`config.mk`:
```
export PLATFORM = sky130hd
export DESIGN_NAME = wb_b3_burst_master
export DESIGN_NICKNAME = d
export VERILOG_FILES = /design/src/rtl/wb_b3_burst_master.sv
export SDC_FILE = /design/constraint.sdc
export NUM_CORES = 1
export LEC_CHECK = 0
export ABC_CLOCK_PERIOD_IN_PS = 2350
export CORE_MARGIN = 1
export CORE_UTILIZATION = 40
export DETAILED_ROUTE_END_ITERATION = 10
export GPL_TIMING_DRIVEN = 0
export PLACE_DENSITY = 0.81
export SKIP_CTS_REPAIR_TIMING = 1
export SYNTH_ARGS = -nofsm -noshare
export SYNTH_HDL_FRONTEND = slang
export SYNTH_SLANG_ARGS = --single-unit
export TNS_END_PERCENT = 1
```
`constraint.sdc`:
```
create_clock -name wb_clk -period 2.35 [get_ports wb_clk]
set_input_delay 0.3525 -clock wb_clk [delete_from_list [all_inputs] [get_ports wb_clk]]
set_output_delay 0.3525 -clock wb_clk [all_outputs]
set_load 0.02 [all_outputs]
```
`src/rtl/wb_b3_burst_master.sv`:
```
// Wishbone B3 master: turns a command + write-data stream into classic single
// cycles or incrementing wrapping bursts (4/8/16 beats), returning read data as a pulse stream.
module wb_b3_burst_master #(
  parameter int adr_width = 30,
  parameter int dat_width = 32
) (
  input  logic                 wb_clk,
  input  logic                 wb_rst,
  input  logic                 cmd_valid,
  output logic                 cmd_ready,
  input  logic [adr_width-1:0] cmd_adr,
  input  logic                 cmd_we,
  input  logic [1:0]           cmd_len,
  input  logic [3:0]           cmd_sel,
  input  logic [dat_width-1:0] wr_dat,
  input  logic                 wr_valid,
  output logic                 wr_ready,
  output logic [dat_width-1:0] rd_dat,
  output logic                 rd_valid,
  output logic                 done,
  output logic [adr_width-1:0] wbm_adr_o,
  output logic [dat_width-1:0] wbm_dat_o,
  output logic [3:0]           wbm_sel_o,
  output logic [2:0]           wbm_cti_o,
  output logic [1:0]           wbm_bte_o,
  output logic                 wbm_we_o,
  output logic                 wbm_cyc_o,
  output logic                 wbm_stb_o,
  input  logic [dat_width-1:0] wbm_dat_i,
  input  logic                 wbm_ack_i
);

  typedef enum logic [1:0] {
    IDLE,
    BUS,
    DONE
  } state_t;

  state_t               state;
  logic [4:0]           beats_left;
  logic                 burst;
  logic [adr_width-1:0] adr;
  logic [3:0]           sel;
  logic [1:0]           bte;
  logic                 we;
  logic                 cyc;
  logic                 beat_ack;

  function automatic logic [4:0] beat_count(input logic [1:0] len);
    case (len)
      2'b00:   beat_count = 5'd1;
      2'b01:   beat_count = 5'd4;
      2'b10:   beat_count = 5'd8;
      default: beat_count = 5'd16;
    endcase
  endfunction

  // Wrapping bursts only carry into the low bits of the aligned block.
  function automatic logic [adr_width-1:0] next_adr(input logic [adr_width-1:0] a,
                                                   input logic [1:0]           b);
    logic [adr_width-1:0] inc;
    inc = a + {{(adr_width-1){1'b0}}, 1'b1};
    case (b)
      2'b01:   next_adr = {a[adr_width-1:2], inc[1:0]};
      2'b10:   next_adr = {a[adr_width-1:3], inc[2:0]};
      2'b11:   next_adr = {a[adr_width-1:4], inc[3:0]};
      default: next_adr = inc;
    endcase
  endfunction

  assign cmd_ready = (state == IDLE);
  assign wbm_stb_o = cyc & (we ? wr_valid : 1'b1);
  // An ack is only honoured while a strobe is actually presented.
  assign beat_ack  = wbm_stb_o & wbm_ack_i;
  assign wr_ready  = beat_ack & we;

  assign wbm_cyc_o = cyc;
  assign wbm_we_o  = we;
  assign wbm_adr_o = adr;
  assign wbm_sel_o = sel;
  assign wbm_bte_o = bte;
  assign wbm_dat_o = wr_dat;

  always_comb begin
    wbm_cti_o = 3'b000;
    if (cyc && burst) begin
      wbm_cti_o = (beats_left > 5'd1) ? 3'b010 : 3'b111;
    end
  end

  always_ff @(posedge wb_clk or negedge wb_rst) begin
    if (!wb_rst) begin
      state      <= IDLE;
      beats_left <= '0;
      burst      <= 1'b0;
      adr        <= '0;
      sel        <= '0;
      bte        <= '0;
      we         <= 1'b0;
      cyc        <= 1'b0;
      rd_dat     <= '0;
      rd_valid   <= 1'b0;
      done       <= 1'b0;
    end else begin
      rd_valid <= 1'b0;
      done     <= 1'b0;
      case (state)
        IDLE: begin
          if (cmd_valid) begin
            adr        <= cmd_adr;
            we         <= cmd_we;
            sel        <= (cmd_len == 2'b00) ? cmd_sel : 4'b1111;
            bte        <= cmd_len;
            burst      <= (cmd_len != 2'b00);
            beats_left <= beat_count(cmd_len);
            cyc        <= 1'b1;
            state      <= BUS;
          end
        end
        BUS: begin
          if (beat_ack) begin
            beats_left <= beats_left - 5'd1;
            adr        <= next_adr(adr, bte);
            if (!we) begin
              rd_dat   <= wbm_dat_i;
              rd_valid <= 1'b1;
            end
            if (beats_left == 5'd1) begin
              cyc   <= 1'b0;
              we    <= 1'b0;
              done  <= 1'b1;
              state <= DONE;
            end
          end
        end
        DONE: begin
          // One cycle with cyc low guarantees an idle bus cycle between commands.
          state <= IDLE;
        end
        default: begin
          state <= IDLE;
        end
      endcase
    end
  end

endmodule

```
==> results of run 1 <==
## state kept, by name (all words and copies together) (netlist names)
register,count
beats_left,5
state,2
wbm_bte_o,2
wbm_sel_o,4
done,1
rd_dat,32
wbm_we_o,1
burst,1
wbm_adr_o,30
wbm_cyc_o,1
rd_valid,1
## stage by stage
| stage | utilization [%] | area (µm²) | setup TNS, ns | hold WS, ns |
|---|---|---|---|---|
| after CTS | 62.2 | 6390 | -0.915 | -0.0294 |
| after global routing | 62.5 | 6420 | -0.0219 | 0.459 |
| after detailed placement | 60.4 | 6210 | -0.331 | 0.362 |
| after global placement | 60.2 | 6190 | -154.19 | 0.489 |
| after floorplan | - | 4210 | 0 | 0.0569 |
| final | 62.5 | 6420 | 0 | 0.437 |
## worst min-delay path by stage
| stage | start | to | cells after the start |
|---|---|---|---|
| floorplan | wb_rst | beats_left[0]$_DFFE_PN0P_ | 0 |
| global placement | rd_dat[30]$_DFFE_PN0P_ | rd_dat[30]$_DFFE_PN0P_ | 1 |
| detailed placement | wb_rst | wbm_adr_o[1]$_DFFE_PN0P_ | 1 |
| CTS | wb_rst | wbm_adr_o[1]$_DFFE_PN0P_ | 1 |
| global route | cmd_len[1] | wbm_bte_o[1]$_DFFE_PN0P_ | 3 |
| finish | cmd_len[1] | wbm_bte_o[1]$_DFFE_PN0P_ | 3 |
## cell type report
class | instances | area, µm² | area share [%]
Inverter | 11 | 41.3 | 0.643
Timing Repair Buffer | 183 | 1840 | 28.7
Sequential cell | 80 | 2000 | 31.2
Multi-Input combinational cell | 284 | 1820 | 28.3
Buffer | 55 | 365 | 5.69
Clock inverter | 7 | 62.6 | 0.974
Tap cell | 136 | 170 | 2.65
Clock buffer | 9 | 124 | 1.93
## cell families after synthesis
family,share of synthesized area (%)
flops,47.6
fa+ha+maj,0.893
buf+inv,9.67
compound gates,16.5
mux,8.57
simple gates,16.5
xor+xnor,0.208
## critical path: stages (launching register included)
cell and delay (ns):
dfrtp_1 0.42, or3_1 0.44, a2111oi_4 0.35, buf_4 0.16, dlymetal6s2s_1 0.21
## power by group
group	switching (µW)	internal [µW]	total (µW)
Sequential	628	2040	2670
Combinational	2600	2300	4900
Clock	562	406	968
Total	3790	4740	8530
## routing by layer
metal,up-vias,routed length (µm)
met1,1994,4870
met2,237,6070
li1,1914,-
met3,19,1370
met5,-,0
met4,0,254
## layout by cell type (no fill, tap or decap), drive strengths merged, types with 14 or more instances in the layout
master         count
clkdlybuf4s50    178
buf               45
nor2              24
nor3              17
o21ai             26
mux2              32
nand2             35
clkbuf            21
inv               15
a21oi             49
dfrtp             80
o22ai             14
## Yosys cell counts, types with 4 or more instances
cell type / n / share of area (%)
and2_1: 4 / 0.59
nor3_1: 16 / 1.9
or3_1: 4 / 0.59
buf_2: 5 / 0.59
a31oi_1: 8 / 1.2
dfrtp_1: 80 / 48
nand4_1: 7 / 1.0
a211oi_1: 6 / 1.1
buf_4: 36 / 6.4
o22ai_1: 14 / 2.1
nand2_1: 34 / 3.0
inv_1: 11 / 0.98
a21oi_1: 49 / 5.8
clkbuf_1: 11 / 0.98
o21ai_0: 25 / 3.0
nor2_1: 23 / 2.1
and3_1: 5 / 0.74
mux2_2: 32 / 8.6
nand3_1: 11 / 1.3
nand2b_1: 5 / 0.74
==> qor.csv, run 1 <==
stage;metric;value;unit
yosys;synth_seq_cells;80;
clock_network;clockBufferDepth;2;
sta;setup_viol;0;
global_route;grtUsageTotal;23.0;%
drt;first_pass_iters;5;
die;dieArea;10900;µm²
placed_design;pre_cts_slack;-0.0854;ns
finish;fill_cells;857;
placed_design;placedCellCount;748;
yosys;synthDistinctLibCells;53;
global_route;first_global_vias;3988;
sta;finalMaxSlewViolations;0;
yosys;yosysWarningCount;0;
yosys;dominantRegCellSynth;dfrtp_1;
worst_setup_path;r2r-start;wbm_adr_o[0]$_DFFE_PN0P_;
outcome;outcome;completed;
finish;diodes;0;
clock_network;cts_tree;yes;
worst_setup_path;endpoint;wbm_cti_o[2];
global_route;antenna_found_initial;0;
drt;vias_per_cell;5.44;
finish;area_delta_synth_final;52.8;%
yosys;async_flop_share;100;%
sta;finalCritPeriodShare;97.1;%
worst_setup_path;reg2regPathDepth;6;
drt;wire_per_inst;16.4;µm
sta;relSlewSlack;52.8;%
drt;ant_nets;0;
clock_network;cts_root_buf;clkbuf_8;
worst_setup_path;reg2reg_slack;0.24;ns
worst_setup_path;r2r-end;wbm_adr_o[26]$_DFFE_PN0P_;
yosys;syn-cell-area;4210;µm²
global_route;busiest_layer;met2;
worst_setup_path;end_kind;primary output;
drt;drtIter0Drc;248;
clock_network;clk_pin_slew;0.09;ns
clock_network;cts_sinks;80;
sta;fin_skew;0.00887;ns
placed_design;dp_hpwl;9.32;mm
global_route;grt_overflow;0;
worst_setup_path;critical_path.startpoint;beats_left[2]$_DFFE_PN0P_;
clock_network;htreeDepth;3;
placed_design;gpl.final_weighted_congestion;0.853;
clock_network;numCtsBuffers;9;
die;ioPinCount;216;
drt;routed_wirelength;12.6;mm
placed_design;port_buffers;181;
worst_setup_path;crit_path_max_fanout;4;
finish;drive_above_1_share;17.5;%
sta;finalHoldViolations;0;
sta;worstMarginPinSlew;0.705;ns
global_route;grt_max_degree;43;
job;maxCapViolations;0;
sta;fin_ws;0.0681;ns
sta;grt_setup_unrepaired;true;
pwr;ir_drop;672;µV
die;initial_core_util;40.9;%
die;rows;37;
worst_setup_path;cp.arrival;1.93;ns
yosys;netlist_instances;430;
worst_setup_path;cp.required;2.00;ns
yosys;synth_nets;539;
yosys;synth-seq-area-share;47.6;%
pwr;power.leakage;0.00263;µW
global_route;gr-usage-met1;27.5;%
finish;layout.cells.non_filler;765;
die;core_area;10300;µm²
die;chipWidth;105;µm
worst_setup_path;path_class;register to primary output;
drt;drc;0;
sta;fmax;438;MHz
die;dieHeight;105;µm
yosys;synth.avg_cell_area;9.78;µm²
global_route;grt_pass1_wl;19.8;mm
global_route;use_met3;8.36;%
drt;vias;4164;
clock_network;clk_latency;0.35;ns
finish;fin_nets;733;
min_path;hold_class;primary input to register;
global_route;use_met2;38.1;%
pwr;finalPower;8530;µW
sta;final.min_clock_period;2.28;ns
pwr;powerDensity;1330;nW/µm²
yosys;synth-edff-count;0;
worst_setup_path;startpoint_type;register;
Power figures use the tool's default switching activity.
==> run 2: changes to the inputs <==
Settings changed: CORE_ASPECT_RATIO from default to 1.5, PLACE_DENSITY 0.81 to 0.87, REMOVE_ABC_BUFFERS from default to 1.
==> run 2 against run 1 <==
  * Combinational power is 4.9% lower
  * Sequential power hardly changed
  * Register-to-register slack worse by 0.22 ns
  * Sequential cell count stayed put
  * Worst setup slack worse by 0.044 ns
  * Non-clock buffer count is 85 lower
  * Fmax is 1.9% lower
  * Global-route usage is 2.5 points higher
  * First-iteration DRC count is 12% lower
  * Routed wire length is 12% higher
  * Total power is 1.5% higher
  * Via count is 5.7% lower
  * Largest power group unchanged
  * Highest routed layer is now met5
==> qor.csv, run 2 (synthesis gave the netlist of run 1 again) <==
stage;metric;value;unit
sta;worstMarginPinSlew;1.07;ns
clock_network;cts_tree;yes;
global_route;grt_pass1_wl;21.0;mm
drt;routed_wirelength;14.1;mm
finish;drive_above_1_share;13.6;%
die;dieHeight;128;µm
clock_network;cts_root_buf;clkbuf_16;
worst_setup_path;slowest_delay;0.48;ns
finish;top_register;rd_dat;
finish;largest_reg_flops;32;
finish;final_cell_mix;clkdlybuf4s50_1 (148), dfrtp_1 (78), a21oi_1 (49), nand2_1 (32), mux2_2 (32);
worst_setup_path;critical_path.startpoint;state[1]$_DFFE_PN0P_;
sta;relSlewSlack;28.4;%
sta;fin_tns_setup;0;ns
worst_setup_path;cp_num_buf_inv;0;
drt;drtIter0Drc;219;
finish;diodes;0;
die;core_area;10200;µm²
sta;finalCritPeriodShare;99.0;%
worst_setup_path;crit_family;simple AND/OR/NAND/NOR gates;
finish;fin_nets;650;
worst_setup_path;cp.required;2.56;ns
clock_network;htreeDepth;3;
placed_design;dp_hpwl;9.98;mm
clock_network;clk_pin_slew;0.06;ns
job;maxCapViolations;0;
placed_design;gpl.final_weighted_congestion;0.779;
sta;fin_ws;0.0245;ns
drt;drc;0;
global_route;first_global_vias;3876;
drt;ant_nets;0;
sta;setup_viol;0;
sta;fmax;430;MHz
die;chipWidth;85.7;µm
worst_setup_path;cp_num_cells;5;
worst_setup_path;endpoint;wbm_adr_o[29]$_DFFE_PN0P_;
drt;vias;3926;
finish;final_common_cell;clkdlybuf4s50_1;
placed_design;port_buffers;151;
die;rows;45;
placed_design;place_area;5560;µm²
sta;finalHoldViolations;0;
clock_network;clockBufferDepth;2;
min_path;hold_class;primary input to async pin;
placed_design;pre_cts_slack;-0.969;ns
die;dieArea;10900;µm²
clock_network;cts_sinks;80;
sta;fin_skew;0.00576;ns
clock_network;clk_latency;0.33;ns
sta;finalMaxSlewViolations;0;
drt;first_pass_iters;5;
die;ioPinCount;216;
global_route;grtUsageTotal;25.4;%
pwr;ir_drop;872;µV
worst_setup_path;r2r-end;wbm_adr_o[29]$_DFFE_PN0P_;
die;initial_core_util;41.3;%
sta;final.min_clock_period;2.33;ns
worst_setup_path;reg2regPathDepth;5;
drt;vias_per_cell;5.71;
outcome;outcome;completed;
pwr;powerDensity;1470;nW/µm²
worst_setup_path;cp.arrival;2.54;ns
finish;stdcell_area;5910;µm²
worst_setup_path;crit_path_max_fanout;34;
worst_setup_path;worst_path_max_delay_cell;and2b_4;
sta;worst_hold_slack;0.428;ns
global_route;antenna_found_initial;0;
worst_setup_path;r2r-start;state[1]$_DFFE_PN0P_;
global_route;grt_overflow;0;
worst_setup_path;path_cells;and2b_4 -> nand4_1 -> nand2_4 -> a31oi_1 -> a211o_1;
drt;wire_per_inst;20.6;µm
worst_setup_path;startpoint_type;register;
worst_setup_path;path_class;register to register;
global_route;grt_max_degree;69;
worst_setup_path;reg2reg_slack;0.02;ns
clock_network;numCtsBuffers;9;
worst_setup_path;end_kind;register;
finish;area_delta_synth_final;40.6;%
sta;grt_setup_unrepaired;true;
pwr;power.leakage;0.00235;µW
==> run 2: cell count changes in the layout (fill, tap and decap cells not counted), moves of 5 or more <==
| cell | before | now |
|---|---|---|
| buf_4 | 37 | 1 |
| clkdlybuf4s50_1 | 178 | 148 |
| clkbuf_1 | 11 | 1 |
| clkbuf_8 | 10 | 0 |
| clkbuf_16 | 0 | 9 |
| buf_2 | 5 | 0 |
==> run 2: cell type report <==
class                      instances  area [µm²]
inverter                          11        41.3
timing repair buffer             153        1550
sequential                        80        2000
tap                              141         176
clock inverter                     6        45.0
fill                             819        4280
clock buffer                      10         229
multi-input combinational        286        1860
==> run 2: layer usage <==
metal  GRT usage, %  share of wire [%]
met1           30.3                 37
met3           13.0                 12
met2           39.9                 49
met5           8.61               0.79
met4           6.18                1.2
==> run 2: where the power goes <==
| part | internal, µW | total [µW] | switching [µW] |
|---|---|---|---|
| logic | 2130 | 4660 | 2530 |
| registers | 2040 | 2700 | 661 |
| clock network | 722 | 1300 | 574 |
==> run 2: worst min-delay path by stage <==
stage,endpoint,slack (ns),cells past startpoint
after floorplan,beats_left[0]$_DFFE_PN0P_,0.06,0
after global placement,rd_dat[19]$_DFFE_PN0P_,0.49,1
after detailed placement,rd_dat[11]$_DFFE_PN0P_,0.22,1
after CTS,rd_dat[13]$_DFFE_PN0P_,-0.14,1
after global routing,rd_dat[13]$_DFFE_PN0P_,0.43,2
final,rd_dat[11]$_DFFE_PN0P_,0.43,2
==> run 2: worst register-to-register path: stages (launching register included) <==
cell and delay [ns]:
dfrtp_2 0.46, and2b_4 0.48, nand4_1 0.39, nand2_4 0.45, a31oi_1 0.15, a211o_1 0.28
==> run 2: stage by stage <==
stage	instances	power [µW]	utilization, %
floorplan	375	5090	-
global placement	667	6990	54.2
detailed placement	668	7190	54.5
global route	687	9150	58.0
CTS	684	8530	57.2
finish	687	8660	58.0
==> run 3: changes to the inputs <==
Settings changed: SKIP_CTS_REPAIR_TIMING 1 to default.
==> run 3 against run 2 <==
  * Final area increased by 0.51%
  * Via count increased by 1.3%
  * Total power increased by 0.46%
  * Critical path depth decreased by 1
  * Critical endpoint is now rd_dat[1]$_DFFE_PN0P_
  * Largest cell class unchanged
  * Largest power group unchanged
==> qor.csv, run 3 (synthesis gave the netlist of run 1 again) <==
stage;metric;value;unit
outcome;outcome;completed;
worst_setup_path;cp.arrival;2.44;ns
placed_design;pre_cts_slack;-0.969;ns
sta;relSlewSlack;29.3;%
finish;largest_reg_flops;32;
die;dieArea;10900;µm²
worst_setup_path;slowest_delay;0.52;ns
worst_setup_path;r2r-start;state[1]$_DFFE_PN0P_;
sta;worstMarginPinSlew;1.06;ns
worst_setup_path;path_cells;and2b_4 -> nand2_2 -> nor2_4 -> mux2_2;
worst_setup_path;worst_path_max_delay_cell;and2b_4;
drt;routed_wirelength;14.4;mm
worst_setup_path;critical_path.startpoint;state[1]$_DFFE_PN0P_;
die;initial_core_util;41.3;%
die;rows;45;
sta;finalMaxSlewViolations;0;
finish;seq_area;2000;µm²
global_route;grt_pass1_wl;21.6;mm
sta;finalCritPeriodShare;94.7;%
drt;vias;3979;
finish;top_register;rd_dat;
clock_network;cts_tree;yes;
global_route;antenna_found_initial;0;
drt;drc;0;
clock_network;clk_latency;0.33;ns
clock_network;cts_root_buf;clkbuf_16;
worst_setup_path;endpoint;rd_dat[1]$_DFFE_PN0P_;
die;chipWidth;85.7;µm
sta;fin_skew;0.00737;ns
worst_setup_path;end_kind;register;
global_route;grt_overflow;0;
pwr;p_sw_share;43.5;%
clock_network;htreeDepth;3;
die;dieHeight;128;µm
sta;worst_hold_slack;0.420;ns
pwr;intPower;4910;µW
sta;grt_setup_unrepaired;false;
worst_setup_path;r2r-end;rd_dat[1]$_DFFE_PN0P_;
finish;drive_above_1_share;14.7;%
job;maxCapViolations;0;
finish;diodes;0;
placed_design;port_buffers;151;
pwr;p_sw;3790;µW
pwr;power.leakage;0.00234;µW
sta;fin_ws;0.125;ns
worst_setup_path;crit_path_max_fanout;28;
clock_network;numCtsBuffers;9;
worst_setup_path;reg2regPathDepth;4;
clock_network;cts_sinks;80;
die;ioPinCount;216;
pwr;seq_power_share;31.1;%
sta;final.min_clock_period;2.22;ns
worst_setup_path;reg2reg_slack;0.13;ns
pwr;p_comb_share;54.0;%
pwr;powerDensity;1460;nW/µm²
finish;multiInputGateArea;1880;µm²
worst_setup_path;path_class;register to register;
worst_setup_path;cp_num_buf_inv;0;
sta;finalHoldViolations;0;
worst_setup_path;crit_family;simple AND/OR/NAND/NOR gates;
finish;fill_cells;816;
drt;wire_per_inst;20.8;µm
placed_design;gpl.final_weighted_congestion;0.779;
drt;drtIter0Drc;209;
global_route;grtUsageTotal;26.3;%
sta;fin_tns_setup;0;ns
clock_network;clockBufferDepth;2;
die;core_area;10200;µm²
finish;final_cell_mix;clkdlybuf4s50_1 (148), dfrtp_1 (79), a21oi_1 (49), nand2_1 (32), mux2_2 (32);
worst_setup_path;cp.required;2.57;ns
finish;area_delta_synth_final;41.3;%
pwr;clock_power_share;14.9;%
drt;first_pass_iters;5;
min_path;hold_class;primary input to async pin;
worst_setup_path;startpoint_type;register;
worst_setup_path;cp_num_cells;4;
clock_network;clk_pin_slew;0.07;ns
drt;vias_per_cell;5.76;
global_route;first_global_vias;3951;
sta;setup_viol;0;
global_route;grt_max_degree;69;
drt;ant_nets;0;
sta;fmax;450;MHz
finish;final_common_cell;clkdlybuf4s50_1;
pwr;ir_drop;870;µV
placed_design;dp_hpwl;9.98;mm
finish;fin_nets;654;
pwr;finalPower;8700;µW
-- run 3: what timing repair did --
item	CTS	global route
buffers inserted	0	4
resized for setup	13	8
pin swaps	1	1
endpoints found under the setup margin	67	16
hold buffers	1	0
hold endpoints to repair	12	0
cloned	2	0
-- run 3: stage by stage --
stage | util, % | instances | instance area (µm²)
6_report | 58.3 | 691 | 5940
5_1_grt | 58.3 | 691 | 5940
4_1_cts | 57.9 | 687 | 5900
3_5_place_dp | 54.5 | 668 | 5560
3_3_place_gp | 54.2 | 667 | 5530
2_1_floorplan | - | 375 | 3840
-- run 3: worst min path at each step --
stage | start | to | slack (ns) | cells past startpoint
after floorplan | wb_rst | beats_left[0]$_DFFE_PN0P_ | 0.06 | 0
after global placement | rd_dat[19]$_DFFE_PN0P_ | rd_dat[19]$_DFFE_PN0P_ | 0.49 | 1
after detailed placement | wb_rst | rd_dat[11]$_DFFE_PN0P_ | 0.22 | 1
after CTS | wb_rst | rd_dat[13]$_DFFE_PN0P_ | 0.41 | 2
after global routing | wb_rst | rd_dat[13]$_DFFE_PN0P_ | 0.43 | 2
final | wb_rst | rd_dat[11]$_DFFE_PN0P_ | 0.42 | 2
-- run 3: cell type report --
cell class                      instances  share of cell area [%]
Clock buffer                           10                    3.85
Clock inverter                          6                   0.758
Inverter                               11                   0.695
Multi-Input combinational cell        286                    31.6
Sequential cell                        80                    33.7
Tap cell                              141                    2.97
Timing Repair Buffer                  157                    26.4
-- run 3: worst register-to-register path, stage by stage, from the launching register on --
cell and delay [ns]:
dfrtp_1 0.48, and2b_4 0.52, nand2_2 0.22, nor2_4 0.48, mux2_2 0.41
-- run 3: routing by layer --
metal / share of wire [%] / vias up / track usage, %
met4: 1.5 / 4 / 7.55
met3: 12 / 20 / 12.9
met2: 48 / 283 / 41.3
met1: 38 / 1919 / 31.2
met5: 0.79 / - / 8.61
li1: - / 1753 / -
-- run 3: power by group through the flow --
stage | clock, µW | combinational [µW] | sequential [µW]
after global routing | 1370 | 5020 | 2790
final | 1290 | 4700 | 2710
after detailed placement | 0 | 4520 | 2670
after global placement | 0 | 4380 | 2610
after floorplan | 0 | 1810 | 3290
after CTS | 1310 | 4650 | 2690
